<file path="src/rtl/stream_traffic_gen.sv">
// Stream traffic generator and checker for a lane-wise increment operator.
// The TX side sends a counting lane pattern, and the RX side checks that each lane returns as sent value + INC.
module stream_traffic_gen #(
  parameter int          PAYLOAD_BITS   = 512,
  parameter int          LANE_BITS      = 32,
  parameter logic [31:0] INC            = 32'd1,
  parameter int          TIMEOUT_CYCLES = 4096
) (
  input  logic                    ap_clk,
  input  logic                    ap_rst_n,
  input  logic                    ap_start,
  input  logic [31:0]             num_words,
  input  logic [31:0]             base,
  output logic [PAYLOAD_BITS-1:0] Output_1_TDATA,
  output logic                    Output_1_TVALID,
  input  logic                    Output_1_TREADY,
  input  logic [PAYLOAD_BITS-1:0] Input_1_TDATA,
  input  logic                    Input_1_TVALID,
  output logic                    Input_1_TREADY,
  output logic                    ap_idle,
  output logic                    ap_done,
  output logic [31:0]             tx_count,
  output logic [31:0]             rx_count,
  output logic [31:0]             err_count,
  output logic                    timeout
);

  localparam int LANES   = PAYLOAD_BITS / LANE_BITS;
  localparam int WD_BITS = $clog2(TIMEOUT_CYCLES + 1);

  localparam logic [1:0] S_IDLE = 2'd0;
  localparam logic [1:0] S_RUN  = 2'd1;
  localparam logic [1:0] S_DONE = 2'd2;

  logic [1:0]              state;
  logic [31:0]             num_q;
  logic [31:0]             base_q;
  logic [PAYLOAD_BITS-1:0] tx_data;
  logic                    tx_valid;
  logic [WD_BITS-1:0]      wd;

  logic                    tx_hs;
  logic                    rx_hs;
  logic                    rx_bad;
  logic                    all_done;
  logic [LANE_BITS-1:0]    exp_lane0;
  logic [PAYLOAD_BITS-1:0] next_word;

  // First word of a run: lane k = first + k.
  function automatic logic [PAYLOAD_BITS-1:0] lane_seq(input logic [31:0] first);
    logic [PAYLOAD_BITS-1:0] w;
    for (int k = 0; k < LANES; k++)
      w[k*LANE_BITS +: LANE_BITS] = LANE_BITS'(first) + LANE_BITS'(k);
    return w;
  endfunction

  assign tx_hs    = tx_valid && Output_1_TREADY;
  assign rx_hs    = Input_1_TVALID && Input_1_TREADY;
  assign all_done = (tx_count == num_q) && (rx_count == num_q);

  assign Input_1_TREADY  = (state == S_RUN) && (rx_count < num_q);
  assign Output_1_TDATA  = tx_data;
  assign Output_1_TVALID = tx_valid;
  assign ap_idle         = (state == S_IDLE);
  assign ap_done         = (state == S_DONE);

  // Expected RX word is rebuilt from base and index, so no copy of sent data is kept.
  assign exp_lane0 = LANE_BITS'(base_q + rx_count * 32'(LANES) + INC);

  // NOTE: every always_comb output gets a default first so no path leaves it unassigned (no latch).
  always_comb begin
    rx_bad    = 1'b0;
    next_word = '0;
    for (int k = 0; k < LANES; k++) begin
      if (Input_1_TDATA[k*LANE_BITS +: LANE_BITS] != exp_lane0 + LANE_BITS'(k))
        rx_bad = 1'b1;
      next_word[k*LANE_BITS +: LANE_BITS] =
        tx_data[k*LANE_BITS +: LANE_BITS] + LANE_BITS'(LANES);
    end
  end

  // NOTE: sequential state uses non-blocking assignments only, so all registers update together at the edge.
  always_ff @(posedge ap_clk or negedge ap_rst_n) begin
    if (!ap_rst_n) begin
      state     <= S_IDLE;
      num_q     <= '0;
      base_q    <= '0;
      tx_data   <= '0;
      tx_valid  <= 1'b0;
      wd        <= '0;
      tx_count  <= '0;
      rx_count  <= '0;
      err_count <= '0;
      timeout   <= 1'b0;
    end else begin
      case (state)
        S_IDLE: begin
          if (ap_start) begin
            num_q     <= num_words;
            base_q    <= base;
            tx_data   <= lane_seq(base);
            tx_count  <= '0;
            rx_count  <= '0;
            err_count <= '0;
            timeout   <= 1'b0;
            wd        <= '0;
            if (num_words == 32'd0) begin
              state    <= S_DONE;
              tx_valid <= 1'b0;
            end else begin
              state    <= S_RUN;
              tx_valid <= 1'b1;
            end
          end
        end

        S_RUN: begin
          if (tx_hs) begin
            tx_count <= tx_count + 32'd1;
            tx_data  <= next_word;
            tx_valid <= (tx_count + 32'd1 != num_q);
          end
          if (rx_hs) begin
            rx_count <= rx_count + 32'd1;
            if (rx_bad && err_count != 32'hFFFF_FFFF)
              err_count <= err_count + 32'd1;
          end

          if (tx_hs || rx_hs)
            wd <= '0;
          else if (wd != WD_BITS'(TIMEOUT_CYCLES - 1))
            wd <= wd + WD_BITS'(1);

          // The watchdog only fires if the run is not already complete this cycle.
          if (all_done) begin
            state <= S_DONE;
          end else if (!tx_hs && !rx_hs && wd == WD_BITS'(TIMEOUT_CYCLES - 1)) begin
            state    <= S_DONE;
            timeout  <= 1'b1;
            tx_valid <= 1'b0;
          end
        end

        S_DONE: state <= S_IDLE;

        default: state <= S_IDLE;
      endcase
    end
  end

endmodule
</file>
<file path="config.mk">
export PLATFORM = sky130hd
export DESIGN_NAME = stream_traffic_gen
export DESIGN_NICKNAME = d
export VERILOG_FILES = /design/src/rtl/stream_traffic_gen.sv
export SDC_FILE = /design/constraint.sdc
export NUM_CORES = 2
export LEC_CHECK = 0
export BUFFER_PORTS_ARGS = -buffer_cell sky130_fd_sc_hd__buf_4
export CAP_MARGIN = 5
export CORE_AREA = 3 3 469 471
export CTS_CLUSTER_DIAMETER = 80
export DETAILED_ROUTE_END_ITERATION = 12
export DIE_AREA = 0 0 472 474
export GPL_TIMING_DRIVEN = 1
export PLACE_DENSITY = 0.52
export SYNTH_ARGS = -nofsm -noshare
export SYNTH_HDL_FRONTEND = slang
export SYNTH_SLANG_ARGS = --single-unit
</file>
<file path="constraint.sdc">
create_clock -name ap_clk -period 17.6 [get_ports ap_clk]
set_clock_uncertainty 0.05 [all_clocks]
set_input_delay 0 -clock ap_clk [delete_from_list [all_inputs] [get_ports ap_clk]]
set_output_delay 0 -clock ap_clk [all_outputs]
set_load 0.05 [all_outputs]
</file>
Word-level counts from Yosys, hierarchy flattened. Index checks and enable logic that the tools add are counted.

Bits in registers: 689. Word-level logic and storage cells: 162.

Add/sub/neg operators: 52. Order comparisons: 1. Equality and inequality tests: 32. Multiplexer cells: 46. Reduce and logical (&&, ||, !) cells: 21.

Operator list (number): $mux 512 (2); $pmux 512 s2 (1); $ne 32x32->1 (17); $add 32x4->32 const B (16); $add 32x5->32 const B (16); $add 32x3->32 const B (8); $add 32x1->32 const B (6); $pmux 32 s2 (3); $mux 32 (5); $add 32x2->32 const B (4); $eq 32x32->1 (2); $mux 13 (3); $add 32x32->32 (1); $logic_not 32->1 (1); $lt 32x32->1 (1); $ne 32x32->1 const B (1); $pmux 13 s2 (1); $mux 1 (24); $add 13x1->13 const B (1); $eq 13x12->1 const B (1); $ne 13x12->1 const B (1); $reduce_and 3->1 (3); $mux 2 (4); $ne 2x2->1 const B (4); 14 further kinds (26).

Depth between registers and ports, before layout.
Word-level depth: 23. Gate-level depth with buffers: 26. Mapped depth without buffers: 21.

Worst setup path before layout. OpenSTA, ideal clock, no wires.

Path type: reg-to-reg. From: register rx_count[0]. To: register err_count[3]. Setup time: 152 ps. Arrival time: 6334 ps. Data required time: 17398 ps. Path slack: 11064 ps. Stages on the path, launching flop included: 25. Clock period less this slack: 6536 ps. Cell sequence: dfrtp_1 > ha_1 > buf_2 > xor2_1 > inv_1 > clkbuf_1 > ha_1 > clkbuf_1 > nor2b_1 > nor2_1 > or4_1 > nor3_1 > nand2_1 > o311a_1 > or4_1 > or4b_1 > nor4_1 > nand4_1 > nor4_1 > nand4_1 > or4_1 > o21a_1 > buf_2 > a21oi_1 > a21oi_1.

Longest elaborated chain between the ends: 22. Elaborated cells on any way between the ends: 56.

RTL lines: from (decl) (RTL line 23) `output logic [31:0] rx_count,`; from (signal assigned) (RTL line 124) `rx_count <= rx_count + 32'd1;`; $add 32x32->32 (RTL line 68) `assign exp_lane0 = LANE_BITS'(base_q + rx_count * 32'(LANES) + INC);`; $add 32x1->32 (RTL line 68); $add 32x1->32 / $ne 32x32->1 (equally long branches) (RTL line 75) `if (Input_1_TDATA[k*LANE_BITS +: LANE_BITS] != exp_lane0 + LANE_BITS'(k))`; $ne 32x32->1 / $mux 1 (equally long branches) (RTL line 75); $mux 1 (15 in a row) (RTL line 75); $logic_and 1x1->1 (RTL line 125) `if (rx_bad && err_count != 32'hFFFF_FFFF)`; $ne 2x1->1 (no source line); $reduce_and 4->1 (no source line) (*); to (signal assigned) (RTL line 126) `err_count <= err_count + 32'd1;`; to (decl) (RTL line 24) `output logic [31:0] err_count,`.

Every way passes the cells marked *; elsewhere a longest branch is shown, timed or not. A chain may end at the register's enable or synchronous reset.

Worst setup path in the final report.
From: register base_q[0]. To: register err_count[19].

Longest elaborated chain between the ends: 22. Elaborated cells on any way between the ends: 52.

RTL lines: from (decl) (RTL line 37) `logic [31:0] base_q;`; from (signal assigned) (RTL line 100) `base_q <= base;`; $add 32x32->32 (*) (RTL line 68); $add 32x1->32 (*) (RTL line 68); $add 32x1->32 / $ne 32x32->1 (equally long branches) (RTL line 75); $ne 32x32->1 / $mux 1 (equally long branches) (RTL line 75); $mux 1 (14 in a row) (RTL line 75); $mux 1 (*) (RTL line 75); $logic_and 1x1->1 (*) (RTL line 125); $ne 2x1->1 (no source line) (*); $reduce_and 4->1 (no source line) (*).

Marks and branches as above.

==> results by group <==
Run status
  – Status: complete, but fails checks
  – Failing checks: max-capacitance violations, max-slew violations

Power and ir drop
  – Pleak: 30.7 nW
  – Pwr Total: about 0.015 W
  – Reg power frac: 20.2%
  – VDD IR-drop max: between 0.00015 and 0.0002 V
  – Comb power frac: between 60% and 70%
  – Clk pwr share: a little under an eighth
  – Int Pwr: 0.00600 W
  – Sw power: 0.00945 W
  – Power per cell area: 198 nW/um2
  – Sw frac: 61.2%

Worst setup path
  – Cell family with most CP delay: simple AND/OR/NAND/NOR gates
  – Cell Chain, Critical Path: buf_4 > ha_1 > nand2_1 > xor2_1 > buf_4 > inv_1 > ha_1 > nor2_1 > or4_1 > nor3_1 > nand2_1 > o311a_1 > or4_1 > or4b_1 > nor4_1 > nand4_1 > nor4_1 > nand4_1 > or4_1 > o21a_1 > o22ai_1 > a21o_1
  – Setup crit end kind: register
  – Worst Path Buf+Inv: 3
  – Slowest-stage cell, CP: nor4_1
  – Critical Path AT: around 11 ns
  – CP required: about 18 ns
  – Critical path class: reg -> reg
  – Startpoint types: register
  – Crit Path Max Fanout: 32
  – Crit-path max cell delay: 0.95 ns
  – Cell seen most often among critical-path stages: or4_1

GRT
  – First-pass GRT wire length: around 640000 um
  – Gr usage total: between 40% and 50%
  – Initial antenna violation count: 49
  – Largest net degree at the start of global routing: 211
  – Grt total ovfl: 0
  – Vias in the first global route: 72400

Cells and area
  – Final instance area: 77900 um2
  – Layout fillers: 23100
  – Final net count: between 10000 and 15000
  – Non-filler cells in the finished layout: approximately 13000
  – Layout cell share with drive strength beyond 1: ~18%
  – Area grow syn2layout: 25.7%

Worst hold path
  – Hold crit path type: in -> reg

Drt
  – Final WL: 483000 um
  – Met2 wire len: ~210000 um
  – ANT nets after route: 0
  – Vias per inst: between 6 and 7
  – Top Metal Used: met5
  – DRT iter0 DRCs: around 10000
  – Vias: about 78000
  – M1 WL: approximately 190000 um
  – Drc violations: 0
  – Detailed Routing Iterations Pass 1: 9
  – Routed len/inst: roughly 38 um
  – Wire length on met3: approximately 47000 um

Placed design
  – Placed cell count: around 12000
  – Post-DP Area: 74200 um2
  – Port-buffer cells: about 1200
  – Dpl hpwl: about 380000 um
  – GP Congestion: just over 1

STA
  – Fin crit period: between 9 and 10 ns
  – Setup-failing EPs final: 0
  – Final period util: between 50% and 60%
  – Rel. slew slack: -1.51%
  – Final hold vios: 0
  – RSZ-0062 raised after global routing: false
  – TNS Setup: 0 ns
  – Max Transition Viols Final: 2
  – Fmax achieved: approximately 0.10 GHz
  – Worst Tran Pin Value: roughly 1.5 ns

Floorplanning
  – Chip width: ~470 um
  – Core area: between 200000 and 250000 um2
  – Starting Density: between 20% and 30%
  – Die area: 224000 um2
  – I/O pin count: roughly 1200
  – Placement Rows: about 170
  – Die height: between 400 and 500 um

Synth
  – Post-Synthesis Cells: about 8600
  – Largest area contributor in the netlist: dfrtp_1
  – Synth top area share: about a quarter
  – Post-Synth Simple-Gate Area: between 20% and 30%
  – Async SR Flop Fraction: 100%
  – Synth Area in Adders: around 2.2%
  – XOR/XNOR share of the synthesized area: roughly 14%
  – Syn Nets: between 9000 and 10000
  – Largest cells by area after synthesis: dfrtp_1, xnor2_1, a21oi_1, nand2_1, nor2_1
  – Post-synthesis sequential area ratio: a little over a quarter
  – Complex-gate fraction of the synthesized area: approximately a quarter
  – Synth warn: 0
  – #FFs+latches synth: 655
  – Avg Inst Size Synth: around 7.2 um2
  – Cell Area, Synth: 61900 um2
  – Post-synth cell types: between 100 and 150
  – Post-synth EDFFs: 0
  – Largest family of logic cells by synthesized area: simple AND/OR/NAND/NOR gates
  – Synth Flop Type: dfrtp_1
  – Post-synthesis mux area share: between 1 and 1.5%

Clocking
  – CTS Buf Count: just over 80
  – CTS clk-pin slew, worst paths: 0.07 ns
  – Root Driver: clkbuf_16
  – CTS tree: yes
  – H-tree depth: 3
  – CTS sink cnt: 655
  – Skew-Pair Late Insertion Delay: a little over 0.7 ns
  – Max clock buf depth: 3

Run
  – Max_cap viols: 1
-- cells by family (layout without fill, tap and decap cells) --
logic type	count (synthesis)	in the layout
AND/OR/NAND/NOR	3539	3539
AO/OA/AOI/OAI	2560	2560
XOR/XNOR	957	957
buffers and inverters	749	1806
flip-flops	655	655
adder cells (fa/ha/maj)	110	110
multiplexers	75	75
other	0	26
-- registers in the layout, summed over array words and instances (netlist names) --
signal and count:
Output_1_TDATA 478, Output_1_TVALID 1, base_q 32, err_count 32
num_q 32, rx_count 32, state 2, timeout 1
tx_count 32, wd 13
-- Yosys cell counts, drive strengths merged, types with 42 or more instances --
library cell / n
and2: 42
o21ai: 644
a22oi: 63
o22a: 43
mux2i: 64
a21oi: 1000
nor4: 130
or3: 83
inv: 140
and3: 175
xnor2: 647
a31oi: 75
o22ai: 243
xor2: 309
buf: 145
o31ai: 65
nor2: 883
ha: 110
clkbuf: 463
o211ai: 48
a21o: 49
nand2: 1091
nand4: 198
nand3: 465
dfrtp: 655
nor3: 245
-- placed cells by master (no fill, tap or decap), types with 140 or more instances in the layout --
master / netlist / layout
o22ai_1: 242 / 242
nor2_1: 882 / 872
nand3_1: 464 / 464
inv_1: 140 / 140
dfrtp_1: 655 / 655
xnor2_1: 645 / 641
a21oi_1: 999 / 998
buf_4: 35 / 1429
and3_1: 175 / 175
nor3_1: 238 / 228
xor2_1: 306 / 302
nand4_1: 195 / 195
o21ai_0: 623 / 621
nand2_1: 1091 / 1088
-- worst register-to-register path, cell delays in order (launching register included) --
cell,delay [ns]
dfrtp_1,0.32
buf_4,0.36
ha_1,0.89
nand2_1,0.20
xor2_1,0.19
buf_4,0.23
inv_1,0.44
ha_1,0.83
nor2_1,0.38
or4_1,0.63
nor3_1,0.27
nand2_1,0.21
o311a_1,0.17
or4_1,0.54
or4b_1,0.56
nor4_1,0.47
nand4_1,0.17
nor4_1,0.95
nand4_1,0.18
or4_1,0.69
o21a_1,0.66
o22ai_1,0.36
a21o_1,0.15
-- worst paths after layout --
check | start | to | slack, ns | cells past startpoint
min | num_words[9] | num_q[9]$_DFFE_PN0P_ | 0.04 | 4
max reg2reg | base_q[0]$_DFFE_PN0P_ | err_count[19]$_DFFE_PN0P_ | 7.66 | 22
min reg2reg | Output_1_TDATA[99]$_DFFE_PN0P_ | Output_1_TDATA[99]$_DFFE_PN0P_ | 0.43 | 2
max in group asynchronous | ap_rst_n | base_q[7]$_DFFE_PN0P_ | 14.54 | 6
min in group asynchronous | ap_rst_n | Output_1_TDATA[447]$_DFFE_PN0P_ | 0.41 | 4
max | base_q[0]$_DFFE_PN0P_ | err_count[19]$_DFFE_PN0P_ | 7.66 | 22
-- cell type report --
class                      count  area, um2  area share [%]
clock inverter                31        359           0.461
timing repair buffer        1517      11700            15.0
clock buffer                 117       2400            3.09
multi-input combinational   7241      42900            55.1
tap                         2854       3570            4.58
inverter                     141        529           0.679
antenna                       26       65.1          0.0835
sequential                   655      16400            21.0
-- stage by stage --
step	worst slack (ns)	utilization [%]	hold slack, ns
floorplan	11.06	-	-0.346
global placement	8.04	34.3	0.0144
finish	7.66	36.0	0.0380
global route	7.23	36.0	0.0478
CTS	7.91	35.9	0.00439
detailed placement	7.92	34.3	0.00895
-- power groups by stage --
stage                     Combinational, W  Sequential (W)  Clock (W)
final                               0.0105         0.00313    0.00180
after global routing                0.0110         0.00318    0.00188
after CTS                           0.0103         0.00308    0.00182
after detailed placement            0.0103         0.00308          0
after global placement              0.0103         0.00307          0
after floorplan                    0.00450         0.00462          0
-- what timing repair did --
item | 4_1_cts | 5_1_grt
endpoints found under the hold margin | 303 | 0
setup endpoints to repair | 0 | 0
resized for setup | 0 | 0
buffers inserted | 0 | 0
hold buffers | 82 | 0
-- per-layer routing --
layer	GRT usage, %	up-vias
met5	0	-
met4	30.6	26
met3	9.69	1179
met2	62.8	5311
met1	50.2	38500
li1	-	33200
Power figures use the tool's default switching activity.
